===== config.mk =====
export PLATFORM = sky130hd
export DESIGN_NAME = tx_byte_sched_flat
export DESIGN_NICKNAME = d
export VERILOG_FILES = /design/src/rtl/tx_byte_sched_if.sv /design/src/rtl/tx_byte_sched.sv /design/src/flat_wrapper.sv
export SDC_FILE = /design/constraint.sdc
export NUM_CORES = 1
export LEC_CHECK = 0
export BUFFER_PORTS_ARGS = -buffer_cell sky130_fd_sc_hd__buf_2
export CORE_MARGIN = 1.5
export CORE_UTILIZATION = 55
export CTS_CLUSTER_SIZE = 20
export DETAILED_ROUTE_END_ITERATION = 12
export GPL_TIMING_DRIVEN = 0
export MAX_ROUTING_LAYER = met4
export PLACE_DENSITY = 0.82
export SKIP_LAST_GASP = 1
export SYNTH_ARGS = -nofsm -noshare
export SYNTH_HDL_FRONTEND = slang
export SYNTH_SLANG_ARGS = --single-unit

===== constraint.sdc =====
create_clock -name clk -period 3.96 [get_ports clk]
set_input_delay 0.396 -clock clk [delete_from_list [all_inputs] [get_ports clk]]
set_output_delay 0.396 -clock clk [all_outputs]
set_load 0.05 [all_outputs]

===== src/rtl/tx_byte_sched_if.sv =====
// Requester/shift-register side bundle of tx_byte_sched.
// The master modport drives requests and bytes; the slave modport is the scheduler.
interface tx_byte_sched_if;
  logic [1:0] req;
  logic [7:0] byte_in0;
  logic [7:0] byte_in1;
  logic [1:0] valid;
  logic [1:0] last;
  logic [1:0] ready;
  logic [1:0] grant;
  logic       sr_load;
  logic       sr_shift;
  logic [7:0] sr_data;
  logic       tx_active;
  logic       eop;
  logic       err_underrun;

  modport master (
    output req, byte_in0, byte_in1, valid, last,
    input  ready, grant, sr_load, sr_shift, sr_data, tx_active, eop, err_underrun
  );

  modport slave (
    input  req, byte_in0, byte_in1, valid, last,
    output ready, grant, sr_load, sr_shift, sr_data, tx_active, eop, err_underrun
  );
endinterface


===== src/rtl/tx_byte_sched.sv =====
// Two-requester fixed-priority byte scheduler feeding a parallel-to-serial shift register.
// All outputs are registered; strobes appear in the cycle after the deciding edge.
module tx_byte_sched #(
  parameter int unsigned BIT_CYCLES = 8
) (
  input logic            clk,
  input logic            rst,
  tx_byte_sched_if.slave bus
);
  localparam int unsigned TW = 8;
  localparam int unsigned CW = 3;

  typedef enum logic [2:0] {S_IDLE, S_ARB, S_LOAD, S_SHIFT, S_DONE} state_t;

  state_t          state_q, state_d;
  logic [TW-1:0]   timer_q, timer_d;
  logic [CW-1:0]   bitcnt_q, bitcnt_d;
  logic            last_q, last_d;
  logic [1:0]      grant_q, grant_d;
  logic [1:0]      ready_q, ready_d;
  logic            sr_load_q, sr_load_d;
  logic            sr_shift_q, sr_shift_d;
  logic [7:0]      sr_data_q, sr_data_d;
  logic            tx_active_q, tx_active_d;
  logic            eop_q, eop_d;
  logic            err_q, err_d;

  logic            g_valid_c;
  logic            g_last_c;
  logic [7:0]      g_byte_c;

  // Granted-port view; grant_q is one-hot whenever it is consulted
  assign g_valid_c = grant_q[1] ? bus.valid[1] : bus.valid[0];
  assign g_last_c  = grant_q[1] ? bus.last[1]  : bus.last[0];
  assign g_byte_c  = grant_q[1] ? bus.byte_in1 : bus.byte_in0;

  always_ff @(posedge clk) begin
    if (rst) begin
      state_q     <= S_IDLE;
      timer_q     <= '0;
      bitcnt_q    <= '0;
      last_q      <= 1'b0;
      grant_q     <= '0;
      ready_q     <= '0;
      sr_load_q   <= 1'b0;
      sr_shift_q  <= 1'b0;
      sr_data_q   <= '0;
      tx_active_q <= 1'b0;
      eop_q       <= 1'b0;
      err_q       <= 1'b0;
    end else begin
      state_q     <= state_d;
      timer_q     <= timer_d;
      bitcnt_q    <= bitcnt_d;
      last_q      <= last_d;
      grant_q     <= grant_d;
      ready_q     <= ready_d;
      sr_load_q   <= sr_load_d;
      sr_shift_q  <= sr_shift_d;
      sr_data_q   <= sr_data_d;
      tx_active_q <= tx_active_d;
      eop_q       <= eop_d;
      err_q       <= err_d;
    end
  end

  always_comb begin
    state_d     = state_q;
    timer_d     = timer_q;
    bitcnt_d    = bitcnt_q;
    last_d      = last_q;
    grant_d     = grant_q;
    ready_d     = '0;
    sr_load_d   = 1'b0;
    sr_shift_d  = 1'b0;
    sr_data_d   = sr_data_q;
    tx_active_d = tx_active_q;
    eop_d       = 1'b0;
    err_d       = 1'b0;

    case (state_q)
      S_IDLE: begin
        if (|bus.req) state_d = S_ARB;
      end
      S_ARB: begin
        if (bus.req[0]) begin
          grant_d = 2'b01;
          state_d = S_LOAD;
        end else if (bus.req[1]) begin
          grant_d = 2'b10;
          state_d = S_LOAD;
        end else begin
          state_d = S_IDLE;
        end
      end
      S_LOAD: begin
        if (g_valid_c) begin
          sr_load_d   = 1'b1;
          ready_d     = grant_q;
          sr_data_d   = g_byte_c;
          last_d      = g_last_c;
          tx_active_d = 1'b1;
          timer_d     = TW'(BIT_CYCLES - 1);
          bitcnt_d    = '0;
          state_d     = S_SHIFT;
        end
      end
      S_SHIFT: begin
        if (timer_q != '0) begin
          timer_d = timer_q - TW'(1);
        end else if (bitcnt_q != CW'(7)) begin
          sr_shift_d = 1'b1;
          timer_d    = TW'(BIT_CYCLES - 1);
          bitcnt_d   = bitcnt_q + CW'(1);
        end else if (last_q) begin
          eop_d   = 1'b1;
          state_d = S_DONE;
        end else if (g_valid_c) begin
          // Gapless follow-on byte: reload in place of the boundary shift
          sr_load_d = 1'b1;
          ready_d   = grant_q;
          sr_data_d = g_byte_c;
          last_d    = g_last_c;
          timer_d   = TW'(BIT_CYCLES - 1);
          bitcnt_d  = '0;
        end else begin
          err_d       = 1'b1;
          grant_d     = '0;
          tx_active_d = 1'b0;
          state_d     = S_IDLE;
        end
      end
      S_DONE: begin
        grant_d     = '0;
        tx_active_d = 1'b0;
        state_d     = S_IDLE;
      end
      default: begin
        state_d = S_IDLE;
      end
    endcase
  end

  assign bus.ready        = ready_q;
  assign bus.grant        = grant_q;
  assign bus.sr_load      = sr_load_q;
  assign bus.sr_shift     = sr_shift_q;
  assign bus.sr_data      = sr_data_q;
  assign bus.tx_active    = tx_active_q;
  assign bus.eop          = eop_q;
  assign bus.err_underrun = err_q;
endmodule


===== src/flat_wrapper.sv =====
// flat-port wrapper written by rule: the top's interface ports become plain ports
module tx_byte_sched_flat 
#(
  parameter int unsigned BIT_CYCLES = 8
)
  (clk, rst, bus_req, bus_byte_in0, bus_byte_in1, bus_valid, bus_last, bus_ready, bus_grant, bus_sr_load, bus_sr_shift, bus_sr_data, bus_tx_active, bus_eop, bus_err_underrun);
  tx_byte_sched_if bus_i ();
  input logic clk;
  input logic rst;
  input wire logic [$bits(bus_i.req)-1:0] bus_req;
  input wire logic [$bits(bus_i.byte_in0)-1:0] bus_byte_in0;
  input wire logic [$bits(bus_i.byte_in1)-1:0] bus_byte_in1;
  input wire logic [$bits(bus_i.valid)-1:0] bus_valid;
  input wire logic [$bits(bus_i.last)-1:0] bus_last;
  output wire logic [$bits(bus_i.ready)-1:0] bus_ready;
  output wire logic [$bits(bus_i.grant)-1:0] bus_grant;
  output wire logic [$bits(bus_i.sr_load)-1:0] bus_sr_load;
  output wire logic [$bits(bus_i.sr_shift)-1:0] bus_sr_shift;
  output wire logic [$bits(bus_i.sr_data)-1:0] bus_sr_data;
  output wire logic [$bits(bus_i.tx_active)-1:0] bus_tx_active;
  output wire logic [$bits(bus_i.eop)-1:0] bus_eop;
  output wire logic [$bits(bus_i.err_underrun)-1:0] bus_err_underrun;
  assign bus_i.req = bus_req;
  assign bus_i.byte_in0 = bus_byte_in0;
  assign bus_i.byte_in1 = bus_byte_in1;
  assign bus_i.valid = bus_valid;
  assign bus_i.last = bus_last;
  assign bus_ready = bus_i.ready;
  assign bus_grant = bus_i.grant;
  assign bus_sr_load = bus_i.sr_load;
  assign bus_sr_shift = bus_i.sr_shift;
  assign bus_sr_data = bus_i.sr_data;
  assign bus_tx_active = bus_i.tx_active;
  assign bus_eop = bus_i.eop;
  assign bus_err_underrun = bus_i.err_underrun;
  tx_byte_sched #(.BIT_CYCLES(BIT_CYCLES)) u_core (.clk(clk), .rst(rst), .bus(bus_i));
endmodule

==> reports/metrics.csv, run 1 <==
metric,value,unit
outcome,finished clean,
synth_most_common_cell,dfxtp_1,
n_antenna_cell,0,
grt_pass1_wl,5.82,mm
max_freq,463,MHz
worstPathMaxFanout,10,
dp_hpwl,2.69,mm
end_kind,flip-flop,
ctsHoldBuffers,0,
fin_cells,253,
p_comb_share,45.3,%
drc_errors,0,
ir_worst_vdd,0.509,mV
p_sw_share,42.5,%
syn_area_per_cell,9.36,um2
rows,19,
min_path_type,in2reg,
p_per_area,667,nW/um2
place_congestion,0.937,
crit_arrival,2.41,ns
setup_viol_count_final,0,
ant_nets,0,
syn_inst,174,
h-tree-depth,2,
root_buffer,clkbuf_4,
syn-num-nets,201,
crit_path_start_kind,flip-flop,
overflow,0,
final_hold_viol_count,0,
yosys.area_share.simple,20.8,%
synth_compound_area_share,23.2,%
cts_sinks,32,
port_buffers,40,
synth_area_leader_cell,dfxtp_1,
clk_pin_slew,0.10,ns
syn_to_final_growth,20.5,%
final_net_count,248,
synth.area.top_cells,"dfxtp_1, mux2i_1, nor2_1",
synth_xor_area_share,0,%
switchingPower,0.556,mW
cp_slowest_cell,nor4b_4,
routed_wl,3.62,mm
cts_buffers,5,
critPathTopFamily,simple AND/OR/NAND/NOR gates,
place_inst,245,
crit_type,reg2reg,
synth_cell_type_count,44,
p_int,0.753,mW
fin_util,70.6,%
synthMuxAreaShare,9.37,%
p_seq_share,33.1,%
cts_resized,0,
io_pins,41,
worst_pin_slew,0.694,ns
synth-edff-count,0,
period_share,54.5,%
drtIter0Drc,71,
fin_skew,0.0159,ns
path_buf_inv,2,
vias,1460,
avgRoutedWirePerCell,14.3,um
worstPathCellList,inv_1 -> ha_1 -> nor4b_4 -> a31oi_4 -> nor2_8 -> buf_12 -> nor2_2 -> a211oi_2,
grt.total_usage,24.0,%
grt_max_degree,11,
grt_pass1_vias,1372,
synth_common_cells,"dfxtp_1, nor2_1, mux2i_1",
clockPowerShare,21.5,%
antenna_found_initial,0,
worstPathRequired,4.21,ns
cts_tree,done,
rsz0062_at_grt,no,
yosysTopAreaCellShare,39.3,%
firstDrtPassIters,4,
initial_core_util,58.6,%
synth_area,1630,um2
core_area,2780,um2
relSlewSlack,53.8,%
tns,0,ns
insertion_delay,0.34,ns
slew_viol_final,0,
leakagePower,0.797,nW
ys_ff_latch,32,
synth_ff_type,dfxtp_1,
die_y,57.4,um
cts_max_path_buffers,2,
synth_top_family_by_area,compound AO/OA/AOI/OAI gates,
post_cts_buffers,0,
synthAdderAreaFrac,2.30,%
cap_violations,0,
finalCriticalPeriod,2.16,ns
cp_slowest_stage_delay,0.57,ns
ys_seq_area_share,39.3,%
die_area,3300,um2
ys_warn_count,0,
synthArstFlopShare,0,%
fp.dieW,57.4,um
drive_above_1_share,30.6,%
vias_per_cell,5.77,
-- worst reg2reg max path: cells and delay by family, from the launching register on --
| kind | cells | cell delay [ns] |
|---|---|---|
| adder cells (fa/ha/maj) | 1 | 0.26 |
| buffers and inverters | 2 | 0.22 |
| flip-flops | 1 | 0.35 |
| AO/OA/AOI/OAI | 2 | 0.44 |
| AND/OR/NAND/NOR | 3 | 0.81 |
-- state kept, by name, indices dropped and copies added (netlist names) --
| register | flops |
|---|---|
| u_core.state_q | 3 |
| u_core.timer_q | 8 |
| u_core.bus.sr_shift | 1 |
| u_core.bus.tx_active | 1 |
| u_core.bus.eop | 1 |
| u_core.bus.sr_load | 1 |
| u_core.bus.grant | 2 |
| u_core.bus.ready | 2 |
| u_core.bus.err_underrun | 1 |
| u_core.bitcnt_q | 3 |
| u_core.bus.sr_data | 8 |
| u_core.last_q | 1 |
-- through the flow --
stage / setup WS (ns) / hold slack (ns) / power, mW / area, um2
after CTS: 1.82 / 0.353 / 1.31 / 1960
after global placement: 1.90 / 0.464 / 1.01 / 1870
after detailed placement: 1.86 / 0.474 / 1.03 / 1870
after floorplan: 1.92 / 0.446 / 0.907 / 1630
final: 1.80 / 0.368 / 1.31 / 1960
after global routing: 1.66 / 0.356 / 1.38 / 1960
-- routing by layer --
layer	up-vias	GRT usage, %	wire length, um
met5	-	-	0
met4	0	10.6	34
met3	4	6.80	308
met2	51	40.1	1740
met1	670	26.5	1530
li1	735	-	-
-- cell type report --
class                   instances  area [um2]
multi-input cells             126         907
fillers                       208         818
flip-flops and latches         32         641
repair buffers                 40         200
clock buffers                   7        65.1
plain buffers                   9        55.1
well taps                      31        38.8
clock inverters                 1        30.0
inverters                       7        26.3
-- kinds of logic after synthesis --
family	after synthesis
compound gates	47
flops	32
simple gates	61
mux	15
fa+ha+maj	3
buf+inv	16
-- power by group through the flow --
| stage | clock network [mW] | logic (mW) | registers [mW] |
|---|---|---|---|
| 4_1_cts | 0.283 | 0.592 | 0.434 |
| 3_3_place_gp | 0 | 0.570 | 0.436 |
| 3_5_place_dp | 0 | 0.588 | 0.440 |
| 2_1_floorplan | 0 | 0.365 | 0.542 |
| 6_report | 0.281 | 0.594 | 0.434 |
| 5_1_grt | 0.297 | 0.641 | 0.440 |
-- worst paths after layout --
path                                          from                     to  slack (ns)  depth (start not counted)
worst max-delay path             u_core.timer_q[0]  u_core.bus.sr_data[6]        1.80                          8
worst min-delay path                  bus_valid[1]    u_core.bus.ready[1]        0.37                          3
worst max register to register   u_core.timer_q[0]  u_core.bus.sr_data[6]        1.80                          8
worst min register to register  u_core.bitcnt_q[2]     u_core.bitcnt_q[2]        0.50                          1
-- layout by cell type (no fill, tap or decap), types with 2 or more instances in the layout --
| cell type | count |
|---|---|
| mux2i_1 | 13 |
| clkbuf_8 | 2 |
| nand2_1 | 12 |
| a311oi_1 | 2 |
| dfxtp_1 | 32 |
| a211oi_2 | 3 |
| nor3_1 | 5 |
| a21oi_1 | 10 |
| inv_1 | 6 |
| a22o_1 | 2 |
| nor4_1 | 3 |
| ha_1 | 3 |
| a31oi_1 | 4 |
| or2_0 | 2 |
| a211oi_1 | 10 |
| buf_2 | 41 |
| nor2_1 | 23 |
| clkbuf_1 | 6 |
| clkbuf_4 | 5 |
| nor2_2 | 2 |
| o21ai_0 | 2 |
| o32ai_1 | 3 |
| nand2b_1 | 6 |
| mux2_2 | 2 |
(Power assumes the default switching activity.)
==> run 2: changes to the inputs <==
--- a/config.mk
+++ b/config.mk
@@ -5,14 +5,15 @@
 export SDC_FILE = /design/constraint.sdc
 export NUM_CORES = 1
 export LEC_CHECK = 0
+export ABC_AREA = 1
 export BUFFER_PORTS_ARGS = -buffer_cell sky130_fd_sc_hd__buf_2
 export CORE_MARGIN = 1.5
-export CORE_UTILIZATION = 55
+export CORE_UTILIZATION = 48
 export CTS_CLUSTER_SIZE = 20
 export DETAILED_ROUTE_END_ITERATION = 12
 export GPL_TIMING_DRIVEN = 0
 export MAX_ROUTING_LAYER = met4
-export PLACE_DENSITY = 0.82
+export PLACE_DENSITY = 0.76
 export SKIP_LAST_GASP = 1
 export SYNTH_ARGS = -nofsm -noshare
 export SYNTH_HDL_FRONTEND = slang
==> constraint.sdc (replaced) <==
create_clock -name clk -period 1.74 [get_ports clk]
set_input_delay 0.174 -clock clk [delete_from_list [all_inputs] [get_ports clk]]
set_output_delay 0.174 -clock clk [all_outputs]
set_load 0.05 [all_outputs]
==> reports/metrics.csv, run 2 <==
metric,value,unit,change
outcome,finished clean,,
slew_viol_final,0,,unchanged
crit_type,reg2reg,,
fin_skew,0.00870,ns,-0.00718 ns
layout_common_cells,"nand2_1, buf_2, dfxtp_1, nor2_1, nand3_1",,
drc_errors,0,,unchanged
r2r_start,u_core.timer_q[1],,
die_y,62.5,um,+8.9%
final_net_count,336,,+35%
h-tree-depth,2,,unchanged
ctsHoldBuffers,0,,unchanged
ir_worst_vdd,0.866,mV,+70%
hold_path_depth,2,,-1
dp_hpwl,3.06,mm,+14%
grt_pass1_vias,1615,,+18%
leakagePower,1.04,nW,+31%
setup_viol_count_final,0,,unchanged
ys_warn_count,0,,unchanged
cap_violations,0,,unchanged
firstDrtPassIters,4,,unchanged
r2r-end,u_core.timer_q[3],,
reg2reg_depth,10,,+2
rows,21,,+2
ys_ff_latch,32,,unchanged
syn_area_per_cell,6.62,um2,-29%
vias,1808,,+24%
die_area,3910,um2,+19%
post-route-cell-area,2150,um2,+9.6%
vias_per_cell,5.08,,-12%
crit_path_start_kind,flip-flop,,
final_hold_viol_count,0,,unchanged
avgRoutedWirePerCell,12.2,um,-14%
tns,0,ns,unchanged
placed_cell_area,1960,um2,+4.9%
finalCriticalPeriod,1.65,ns,-0.511 ns
synth_area_leader_cell,dfxtp_1,,
relSlewSlack,61.4,%,+7.7 points
cts_tree,done,,
place_inst,343,,+40%
overflow,0,,unchanged
synth_area,1700,um2,+4.4%
whs_endpoint,u_core.bus.err_underrun,,
insertion_delay,0.35,ns,about the same
crit_arrival,1.93,ns,-0.48 ns
synth_cell_type_count,26,,-41%
antenna_found_initial,0,,unchanged
setup_slack,0.0930,ns,-1.71 ns
routed_wl,4.36,mm,+20%
cts_max_path_buffers,2,,unchanged
ys_seq_area_share,37.7,%,-1.6 points
syn_to_final_growth,26.5,%,
worstPathRequired,2.02,ns,-2.19 ns
rrSetupSlack,0.09,ns,-1.71 ns
io_pins,41,,unchanged
period_share,94.7,%,+40 points
grt_max_degree,11,,unchanged
fillCellCount,340,,+63%
syn_inst,257,,+48%
layout_commonest_cell,nand2_1,,
synth_common_cells,"nand2_1, dfxtp_1, nor2_1",,
worstHoldStart,rst,,
synth-edff-count,0,,unchanged
initial_core_util,50.6,%,-8.0 points
yosysTopAreaCellShare,37.7,%,-1.6 points
port_buffers,40,,unchanged
syn-num-nets,284,,+41%
drive_above_1_share,27.7,%,-2.9 points
cts_sinks,32,,unchanged
min_path_type,in2reg,,
dp_slack,-0.00776,ns,-1.87 ns
ant_nets,0,,unchanged
fin_cells,356,,+41%
worst_pin_slew,0.579,ns,-0.115 ns
cts_buffers,5,,unchanged
worstPathMaxFanout,6,,-4
max_freq,607,MHz,+31%
clk_pin_slew,0.11,ns,about the same
core_area,3360,um2,+21%
synth.area.top_cells,"dfxtp_1, nand2_1, nand3_1",,
synth_ff_type,dfxtp_1,,
n_antenna_cell,0,,unchanged
fp.dieW,62.5,um,+8.9%
grt.total_usage,23.2,%,-0.78 points
end_kind,flip-flop,,
synthArstFlopShare,0,%,unchanged
p_per_area,1520,nW/um2,+130%
whs,0.0825,ns,-0.286 ns
place_congestion,0.909,,-3.0%
root_buffer,clkbuf_4,,
grt_pass1_wl,7.09,mm,+22%
drtIter0Drc,98,,+38%
synth_most_common_cell,nand2_1,,
[run 2: cell count changes in the layout (fill, tap and decap cells not counted), sizes merged, moves of 4 or more]
cell,previous run,this run
a211oi,13,0
a21oi,10,21
a31oi,5,0
buf,43,47
inv,7,24
mux2i,13,0
nand2,12,88
nand2b,7,0
nand3,1,23
nand4,1,5
nor2,26,30
o21ai,3,10
[run 2: power breakdown]
part / switching, mW / internal [mW] / total, mW
clock network: 0.272 / 0.381 / 0.653
logic: 1.13 / 0.520 / 1.65
registers: 0.0916 / 0.865 / 0.957
[run 2: how the worst max path moves through the flow]
stage                   startpoint               endpoint  slack (ns)  cells past startpoint
6_report         u_core.timer_q[1]      u_core.timer_q[3]        0.09                     10
5_1_grt          u_core.timer_q[1]      u_core.timer_q[3]       -0.01                     10
4_1_cts          u_core.timer_q[0]          u_core.last_q       0.009                     10
3_5_place_dp     u_core.timer_q[0]          u_core.last_q      -0.008                     10
3_3_place_gp     u_core.timer_q[0]          u_core.last_q       0.006                     10
2_1_floorplan  u_core.bus.grant[1]  u_core.bus.sr_data[0]        0.19                      7
[run 2: final cells by class]
cell class / count / area, um2 / area share (%)
clock inverter: 1 / 30.0 / 1.40
inverter: 25 / 93.8 / 4.36
buffer: 6 / 31.3 / 1.45
sequential: 32 / 643 / 29.9
timing repair buffer: 45 / 238 / 11.1
multi-input combinational: 194 / 992 / 46.1
clock buffer: 7 / 65.1 / 3.03
tap: 46 / 57.6 / 2.68
[run 2: cells by family after synthesis]
kind of cell	synth area share (%)
simple gates	40.2
compound gates	11.5
flops	37.7
buf+inv	7.36
fa+ha+maj	2.21
xor+xnor	1.03
[run 2: timing repair]
item | in CTS | in global routing
pin swaps | 2 | 6
setup endpoints to repair | 2 | 24
endpoints found under the hold margin | 0 | 0
gates cloned | 0 | 1
buffers inserted | 2 | 2
gates resized for setup | 0 | 19
[run 2: metrics by stage]
step                util (%)  total power [mW]
finish                  64.0              3.26
global route            64.0              3.50
CTS                     61.5              3.13
detailed placement      58.3              2.43
global placement        58.3              2.41
floorplan                  -              2.12
[run 2: per-layer routing]
layer | up-vias | GRT usage [%] | share of wire [%]
met3 | 8 | 4.68 | 4.5
met4 | 0 | 10.3 | 1.7
met5 | - | - | 0
met1 | 817 | 29.9 | 47
li1 | 938 | - | -
met2 | 45 | 35.5 | 47
[run 2: worst max-delay path, cell delays in order (launching register included)]
cell     delay, ns
dfxtp_2       0.34
inv_2         0.07
ha_4          0.14
nand2_1       0.07
nor2_1        0.12
nand2_2       0.12
o21ai_4       0.30
nand2_2       0.14
nand2_4       0.12
nand2_2       0.05
a21oi_2       0.12
